[config.mk]
export PLATFORM = sky130hd
export DESIGN_NAME = ex_muldiv_unit_flat
export DESIGN_NICKNAME = d
export VERILOG_FILES = /design/src/rtl/ex_muldiv_unit_if.sv /design/src/rtl/ex_muldiv_unit.sv /design/src/flat_wrapper.sv
export SDC_FILE = /design/constraint.sdc
export NUM_CORES = 1
export LEC_CHECK = 0
export CAP_MARGIN = 10
export CORE_MARGIN = 3
export CORE_UTILIZATION = 38
export CTS_BUF_LIST = sky130_fd_sc_hd__clkbuf_16
export CTS_CLUSTER_SIZE = 14
export DETAILED_ROUTE_END_ITERATION = 16
export PLACE_DENSITY = 0.6
export REMOVE_ABC_BUFFERS = 1
export SLEW_MARGIN = 20
export SYNTH_ARGS = -nofsm -noshare
export SYNTH_HDL_FRONTEND = slang
export SYNTH_SLANG_ARGS = --single-unit
[constraint.sdc]
create_clock -name clk -period 6.5 [get_ports clk]
set_input_delay 1.625 -clock clk [delete_from_list [all_inputs] [get_ports clk]]
set_output_delay 1.625 -clock clk [all_outputs]
set_load 0.02 [all_outputs]
[src/rtl/ex_muldiv_unit_if.sv]
`timescale 1ns/1ps
// Bundle between the ID/EX stage and the iterative multiply/divide unit.
//
// Handshake: start_in is a request that the unit accepts on the first
// clock edge where it is idle and flush_in is low.  stall_out is the
// back-pressure signal.  While stall_out is high, the pipeline must hold
// the ID/EX register, so start_in, md_op_in and the operands stay put.
// done_out is a one-cycle completion pulse.  HI/LO change on the edge
// that ends that cycle.
interface ex_muldiv_unit_if #(
  parameter int BIT_WIDTH = 32
);
  logic                 flush_in;
  logic                 start_in;
  logic [1:0]           md_op_in;
  logic [BIT_WIDTH-1:0] srcA_in;
  logic [BIT_WIDTH-1:0] srcB_in;
  logic                 hi_we_in;
  logic                 lo_we_in;
  logic [BIT_WIDTH-1:0] wdata_in;
  logic [BIT_WIDTH-1:0] hi_out;
  logic [BIT_WIDTH-1:0] lo_out;
  logic                 busy_out;
  logic                 stall_out;
  logic                 done_out;
  logic                 div0_out;

  modport master (
    output flush_in, start_in, md_op_in, srcA_in, srcB_in,
    output hi_we_in, lo_we_in, wdata_in,
    input  hi_out, lo_out, busy_out, stall_out, done_out, div0_out
  );

  modport slave (
    input  flush_in, start_in, md_op_in, srcA_in, srcB_in,
    input  hi_we_in, lo_we_in, wdata_in,
    output hi_out, lo_out, busy_out, stall_out, done_out, div0_out
  );
endinterface

[src/rtl/ex_muldiv_unit.sv]
`timescale 1ns/1ps
// Iterative MULT/MULTU/DIV/DIVU unit with architectural HI/LO registers.
// State advances on the falling clock edge.  The unit runs operand
// magnitudes through a shift-add multiplier or a restoring divider for
// BIT_WIDTH edges.  It fixes the signs on the commit edge.
module ex_muldiv_unit #(
  parameter int BIT_WIDTH = 32,
  parameter int CNT_W     = 6
) (
  input  logic                  clk,
  input  logic                  rst,
  ex_muldiv_unit_if.slave       md,
  output logic [1:0]            state_dbg
);
  localparam int W = BIT_WIDTH;

  typedef enum logic [1:0] {
    IDLE = 2'd0,
    RUN  = 2'd1,
    DONE = 2'd2
  } state_t;

  state_t           state_q, state_d;
  logic             start_acc;
  logic             commit;
  logic [CNT_W-1:0] cnt_q;
  logic [1:0]       op_q;
  logic             sign_a_q, sign_b_q;
  logic [W-1:0]     a_q, b_q;
  logic [2*W-1:0]   acc_q, acc_step;
  logic [W-1:0]     hi_q, lo_q;
  logic             div0_q;

  logic             in_signed;
  logic [W-1:0]     a_abs, b_abs;
  logic [W:0]       mul_sum, div_rem, div_diff;
  logic             op_signed, op_div, div_by_zero;
  logic [2*W-1:0]   prod;
  logic [W-1:0]     quo, rem;
  logic [W-1:0]     res_hi, res_lo;

  // Control state register; the async reset returns the unit to idle.
  always_ff @(negedge clk or negedge rst) begin
    if (!rst) state_q <= IDLE;
    else      state_q <= state_d;
  end

  // Next state and the accept/commit strobes.  Flush wins over everything.
  always_comb begin
    state_d   = state_q;
    start_acc = 1'b0;
    commit    = 1'b0;
    case (state_q)
      IDLE: begin
        if (md.start_in && !md.flush_in) begin
          state_d   = RUN;
          start_acc = 1'b1;
        end
      end
      RUN: begin
        if (md.flush_in)                  state_d = IDLE;
        else if (cnt_q == CNT_W'(1))      state_d = DONE;
      end
      DONE: begin
        state_d = IDLE;
        commit  = !md.flush_in;
      end
      default: state_d = IDLE;
    endcase
  end

  // Operand magnitudes at accept time; signed ops use two's complement abs.
  always_comb begin
    in_signed = ~md.md_op_in[0];
    a_abs     = (in_signed && md.srcA_in[W-1]) ? -md.srcA_in : md.srcA_in;
    b_abs     = (in_signed && md.srcB_in[W-1]) ? -md.srcB_in : md.srcB_in;
  end

  // One iteration: shift-add for multiply, restoring step for divide.
  // For divide, the upper half of acc holds the partial remainder.  The lower
  // half shifts the dividend out and the quotient in.
  always_comb begin
    mul_sum  = {1'b0, acc_q[2*W-1:W]} + (acc_q[0] ? {1'b0, a_q} : '0);
    div_rem  = {acc_q[2*W-1:W], acc_q[W-1]};
    div_diff = div_rem - {1'b0, b_q};
    if (op_q[1]) begin
      if (div_diff[W]) acc_step = {div_rem[W-1:0], acc_q[W-2:0], 1'b0};
      else             acc_step = {div_diff[W-1:0], acc_q[W-2:0], 1'b1};
    end else begin
      acc_step = {mul_sum, acc_q[W-1:1]};
    end
  end

  // Sign correction of the finished magnitude result.  A zero divisor
  // leaves the raw quotient (all ones) and the remainder (the dividend).
  always_comb begin
    op_signed   = ~op_q[0];
    op_div      = op_q[1];
    div_by_zero = op_div && (b_q == '0);
    prod        = (op_signed && (sign_a_q ^ sign_b_q)) ? -acc_q : acc_q;
    quo         = acc_q[W-1:0];
    rem         = acc_q[2*W-1:W];
    res_hi      = prod[2*W-1:W];
    res_lo      = prod[W-1:0];
    if (op_div) begin
      res_lo = quo;
      res_hi = rem;
      if (!div_by_zero && op_signed) begin
        if (sign_a_q ^ sign_b_q) res_lo = -quo;
        if (sign_a_q)            res_hi = -rem;
      end
    end
  end

  // Operand latch at accept time, then one iteration per edge while running.
  always_ff @(negedge clk or negedge rst) begin
    if (!rst) begin
      cnt_q    <= '0;
      op_q     <= '0;
      sign_a_q <= 1'b0;
      sign_b_q <= 1'b0;
      a_q      <= '0;
      b_q      <= '0;
      acc_q    <= '0;
    end else if (start_acc) begin
      cnt_q    <= CNT_W'(W);
      op_q     <= md.md_op_in;
      sign_a_q <= in_signed && md.srcA_in[W-1];
      sign_b_q <= in_signed && md.srcB_in[W-1];
      a_q      <= a_abs;
      b_q      <= b_abs;
      acc_q    <= {{W{1'b0}}, (md.md_op_in[1] ? a_abs : b_abs)};
    end else if (state_q == RUN && !md.flush_in) begin
      cnt_q <= cnt_q - CNT_W'(1);
      acc_q <= acc_step;
    end
  end

  // HI/LO and div0: commit results, clear div0 on accept, MTHI/MTLO when idle.
  always_ff @(negedge clk or negedge rst) begin
    if (!rst) begin
      hi_q   <= '0;
      lo_q   <= '0;
      div0_q <= 1'b0;
    end else if (commit) begin
      hi_q   <= res_hi;
      lo_q   <= res_lo;
      div0_q <= div_by_zero;
    end else if (start_acc) begin
      div0_q <= 1'b0;
    end else if (state_q == IDLE && !md.start_in) begin
      if (md.hi_we_in) hi_q <= md.wdata_in;
      if (md.lo_we_in) lo_q <= md.wdata_in;
    end
  end

  assign md.hi_out    = hi_q;
  assign md.lo_out    = lo_q;
  assign md.div0_out  = div0_q;
  assign md.busy_out  = (state_q != IDLE);
  assign md.stall_out = ((state_q == IDLE) && md.start_in) || (state_q == RUN);
  assign md.done_out  = (state_q == DONE) && !md.flush_in;
  assign state_dbg    = state_q;
endmodule

[src/flat_wrapper.sv]
// flat-port wrapper written by rule: the top's interface ports become plain ports
module ex_muldiv_unit_flat 
#(
  parameter int BIT_WIDTH = 32,
  parameter int CNT_W     = 6
)
  (clk, rst, state_dbg, md_flush_in, md_start_in, md_md_op_in, md_srcA_in, md_srcB_in, md_hi_we_in, md_lo_we_in, md_wdata_in, md_hi_out, md_lo_out, md_busy_out, md_stall_out, md_done_out, md_div0_out);
  ex_muldiv_unit_if #(.BIT_WIDTH(BIT_WIDTH)) md_i ();
  input  logic clk;
  input  logic rst;
  output logic [1:0] state_dbg;
  input wire logic [$bits(md_i.flush_in)-1:0] md_flush_in;
  input wire logic [$bits(md_i.start_in)-1:0] md_start_in;
  input wire logic [$bits(md_i.md_op_in)-1:0] md_md_op_in;
  input wire logic [$bits(md_i.srcA_in)-1:0] md_srcA_in;
  input wire logic [$bits(md_i.srcB_in)-1:0] md_srcB_in;
  input wire logic [$bits(md_i.hi_we_in)-1:0] md_hi_we_in;
  input wire logic [$bits(md_i.lo_we_in)-1:0] md_lo_we_in;
  input wire logic [$bits(md_i.wdata_in)-1:0] md_wdata_in;
  output wire logic [$bits(md_i.hi_out)-1:0] md_hi_out;
  output wire logic [$bits(md_i.lo_out)-1:0] md_lo_out;
  output wire logic [$bits(md_i.busy_out)-1:0] md_busy_out;
  output wire logic [$bits(md_i.stall_out)-1:0] md_stall_out;
  output wire logic [$bits(md_i.done_out)-1:0] md_done_out;
  output wire logic [$bits(md_i.div0_out)-1:0] md_div0_out;
  assign md_i.flush_in = md_flush_in;
  assign md_i.start_in = md_start_in;
  assign md_i.md_op_in = md_md_op_in;
  assign md_i.srcA_in = md_srcA_in;
  assign md_i.srcB_in = md_srcB_in;
  assign md_i.hi_we_in = md_hi_we_in;
  assign md_i.lo_we_in = md_lo_we_in;
  assign md_i.wdata_in = md_wdata_in;
  assign md_hi_out = md_i.hi_out;
  assign md_lo_out = md_i.lo_out;
  assign md_busy_out = md_i.busy_out;
  assign md_stall_out = md_i.stall_out;
  assign md_done_out = md_i.done_out;
  assign md_div0_out = md_i.div0_out;
  ex_muldiv_unit #(.BIT_WIDTH(BIT_WIDTH), .CNT_W(CNT_W)) u_core (.clk(clk), .rst(rst), .md(md_i), .state_dbg(state_dbg));
endmodule
==> impl_metrics.ini <==
[yosys]
netlist_area_um2 = 16300
seq_area_frac_synth = 0.315
synth_top_flop_cell = dfrtn_1
yosysWarnings = 0
synthCells = 1977
async_reset_ff_frac = 1.00
ys_seq_elements = 205
synth_top_area_cell = dfrtn_1
syn_avg_cell_area_um2 = 8.24
synth_area_leaders = dfrtn_1, mux2i_1, nand2_1, xnor2_1, o21ai_0
yosys.area.top_type_share = 0.315
yosysUniqueCellTypes = 85
synth_edf_count = 0

[global_routing]
grt_pass1_vias = 15600
track_usage = 0.250
grt_overflow_total = 0
antenna_found_initial = 0
grt_start_max_net_pins = 57
grt_pass1_wl_um = 89300

[worst_setup_path]
endpoint = u_core.acc_q[29]
r2r_cells = 13
start_kind = input port
worst_ep_arrival_time_ps = 3890
crit_chain = buf_6 > or4_4 > nor4_4 > and2_4 > and3b_2 > nand3b_4 > o41ai_4 > xor2_1 > mux2i_1 > a221o_1
regToRegEndpoint = u_core.acc_q[47]
path_max_fanout = 2
critical-path-slowest-cell = or4_4
crit_required_ps = 3630
r2r_slack_ps = 2170
cp_slowest_stage_delay_ps = 550
r2r-start = u_core.acc_q[32]
crit_start = md_srcB_in[7]
crit_type = in -> reg
critical-path-top-delay-family = simple AND/OR/NAND/NOR gates
cp_num_buf_inv = 1
endpoint_kind = flip-flop
cp.depth = 10

[floorplan]
coreArea_um2 = 42100
ios = 174
fp.dieW_um = 213
rows = 75
initial_utilization = 0.387
die_h_um = 213
die_area_um2 = 45400

[sta]
tightest_slew_ps = 1000
holdWs_ps = 416
relSlewSlack = 0.328
fin_skew_ps = 15.4
hold_viol_final = 0
setup_violations = 25
rsz0062_at_grt = true
slew_violations = 0
final.setup.worst_slack_ps = -257
tns_ps = -3160

[final_layout]
layout.nets = 2509
final_cell_mix = nand2_1, buf_4, dfrtn_1
register_area_um2 = 5130
num-fill-cells = 3943
design_area_um2 = 21900
n_antenna_cell = 0
syn_to_final_growth_pct = 34.4
drive_above_1_share = 0.189
final_common_cell = nand2_1
multiInputGateArea_um2 = 11000

[worst_hold_path]
hp-class = reg -> reg
hold_start = u_core.a_q[28]

[clocking]
postCtsHoldBufs = 0
cts_tree = done
cts_max_level = 1
root_buffer = clkbuf_16
cts_buffers = 24
cts.sinks = 205
clk_pin_slew_ps = 40
cts_max_path_buffers = 3
clk_latency_ps = 540

[power_and_ir_drop]
p_total_mw = 7.51
ir_drop_mv = 0.163
powerDensity_nw_per_um2 = 343
p_leak_nw = 9.76

[drt]
antenna_left = 0
routed_wl_um = 57900
drtIter0Drc = 1140
post_drt_via_cell_ratio = 5.52
drc_errors = 0
dr.pass1.iters = 8
avgRoutedWirePerCell_um = 20.1
vias = 15900

[placed_design]
gp_congestion = 0.910
io_buffers = 173
dpl_cell_area_um2 = 20200
dp_hpwl_um = 45400

[run_status]
outcome = finished with violations
violations = negative setup slack

[job]
drv_cap = 0
-- routing by layer --
layer	global-route usage	up-vias	share of wire
met5	0	-	0
met4	0.0560	0	0.021
met3	0.0195	69	0.050
met2	0.410	478	0.46
met1	0.363	7633	0.47
li1	-	7743	-
-- cells in the mapped netlist (30+ instances only) --
| library cell | number |
|---|---|
| a21oi_1 | 141 |
| and2_1 | 40 |
| xnor2_1 | 111 |
| mux2i_1 | 132 |
| xor2_1 | 63 |
| inv_1 | 70 |
| nor3_1 | 30 |
| ha_1 | 70 |
| o21ai_0 | 191 |
| nand2_1 | 264 |
| dfrtn_1 | 205 |
| clkbuf_1 | 89 |
| nor2_1 | 130 |
-- sequential cells by signal, summed over array words and instances (netlist names) --
name and cells:
u_core.acc_q 64, u_core.a_q 32, u_core.b_q 32, u_core.md.hi_out 32, u_core.md.lo_out 32, u_core.cnt_q 6
u_core.op_q 2, u_core.state_dbg 2, u_core.md.div0_out 1, u_core.sign_a_q 1, u_core.sign_b_q 1
-- stage by stage --
step | utilization | setup slack [ps] | std cells
after floorplan | - | -5760 | 1863
after global routing | 0.520 | -353 | 2885
after detailed placement | 0.480 | -1430 | 2808
after global placement | 0.480 | -1360 | 2808
after CTS | 0.510 | -424 | 2880
final | 0.520 | -257 | 2885
-- tightest hold or removal path, stage by stage, from the launching register on --
cell     delay (ps)
dfrtn_1         400
nand2_1          50
nand2_1          50
-- repair_timing --
action / 4_1_cts / 5_1_grt
setup endpoints to repair: 70 / 62
pin swaps: 70 / 71
hold endpoints to repair: 0 / 0
gates resized for setup: 149 / 103
setup buffers: 35 / 15
cloned: 1 / 0
-- cells by family after synthesis --
| family | share of synthesized area |
|---|---|
| adder cells (fa/ha/maj) | 0.0562 |
| multiplexers | 0.0832 |
| AO/OA/AOI/OAI | 0.214 |
| flip-flops | 0.315 |
| XOR/XNOR | 0.0935 |
| AND/OR/NAND/NOR | 0.193 |
| buffers and inverters | 0.0458 |
-- area by class of cell --
cell class / count / share of cell area
tap: 539 / 0.0308
clock buffer: 25 / 0.0286
sequential: 205 / 0.234
clock inverter: 14 / 0.00486
timing repair buffer: 444 / 0.186
multi-input combinational: 1588 / 0.502
inverter: 70 / 0.0127
-- power breakdown --
part / switching [mW] / total (mW) / internal, mW
combinational: 2.29 / 3.99 / 1.70
sequential: 0.561 / 2.22 / 1.66
clock: 0.538 / 1.30 / 0.762
-- worst min path at each step --
stage / to / slack [ps] / cells after the start
finish: u_core.a_q[28] / 420 / 2
global route: u_core.a_q[19] / 450 / 2
CTS: u_core.a_q[26] / 420 / 2
detailed placement: u_core.a_q[26] / 420 / 2
global placement: u_core.a_q[27] / 420 / 2
floorplan: u_core.a_q[24] / 400 / 2
(Power assumes the default switching activity.)
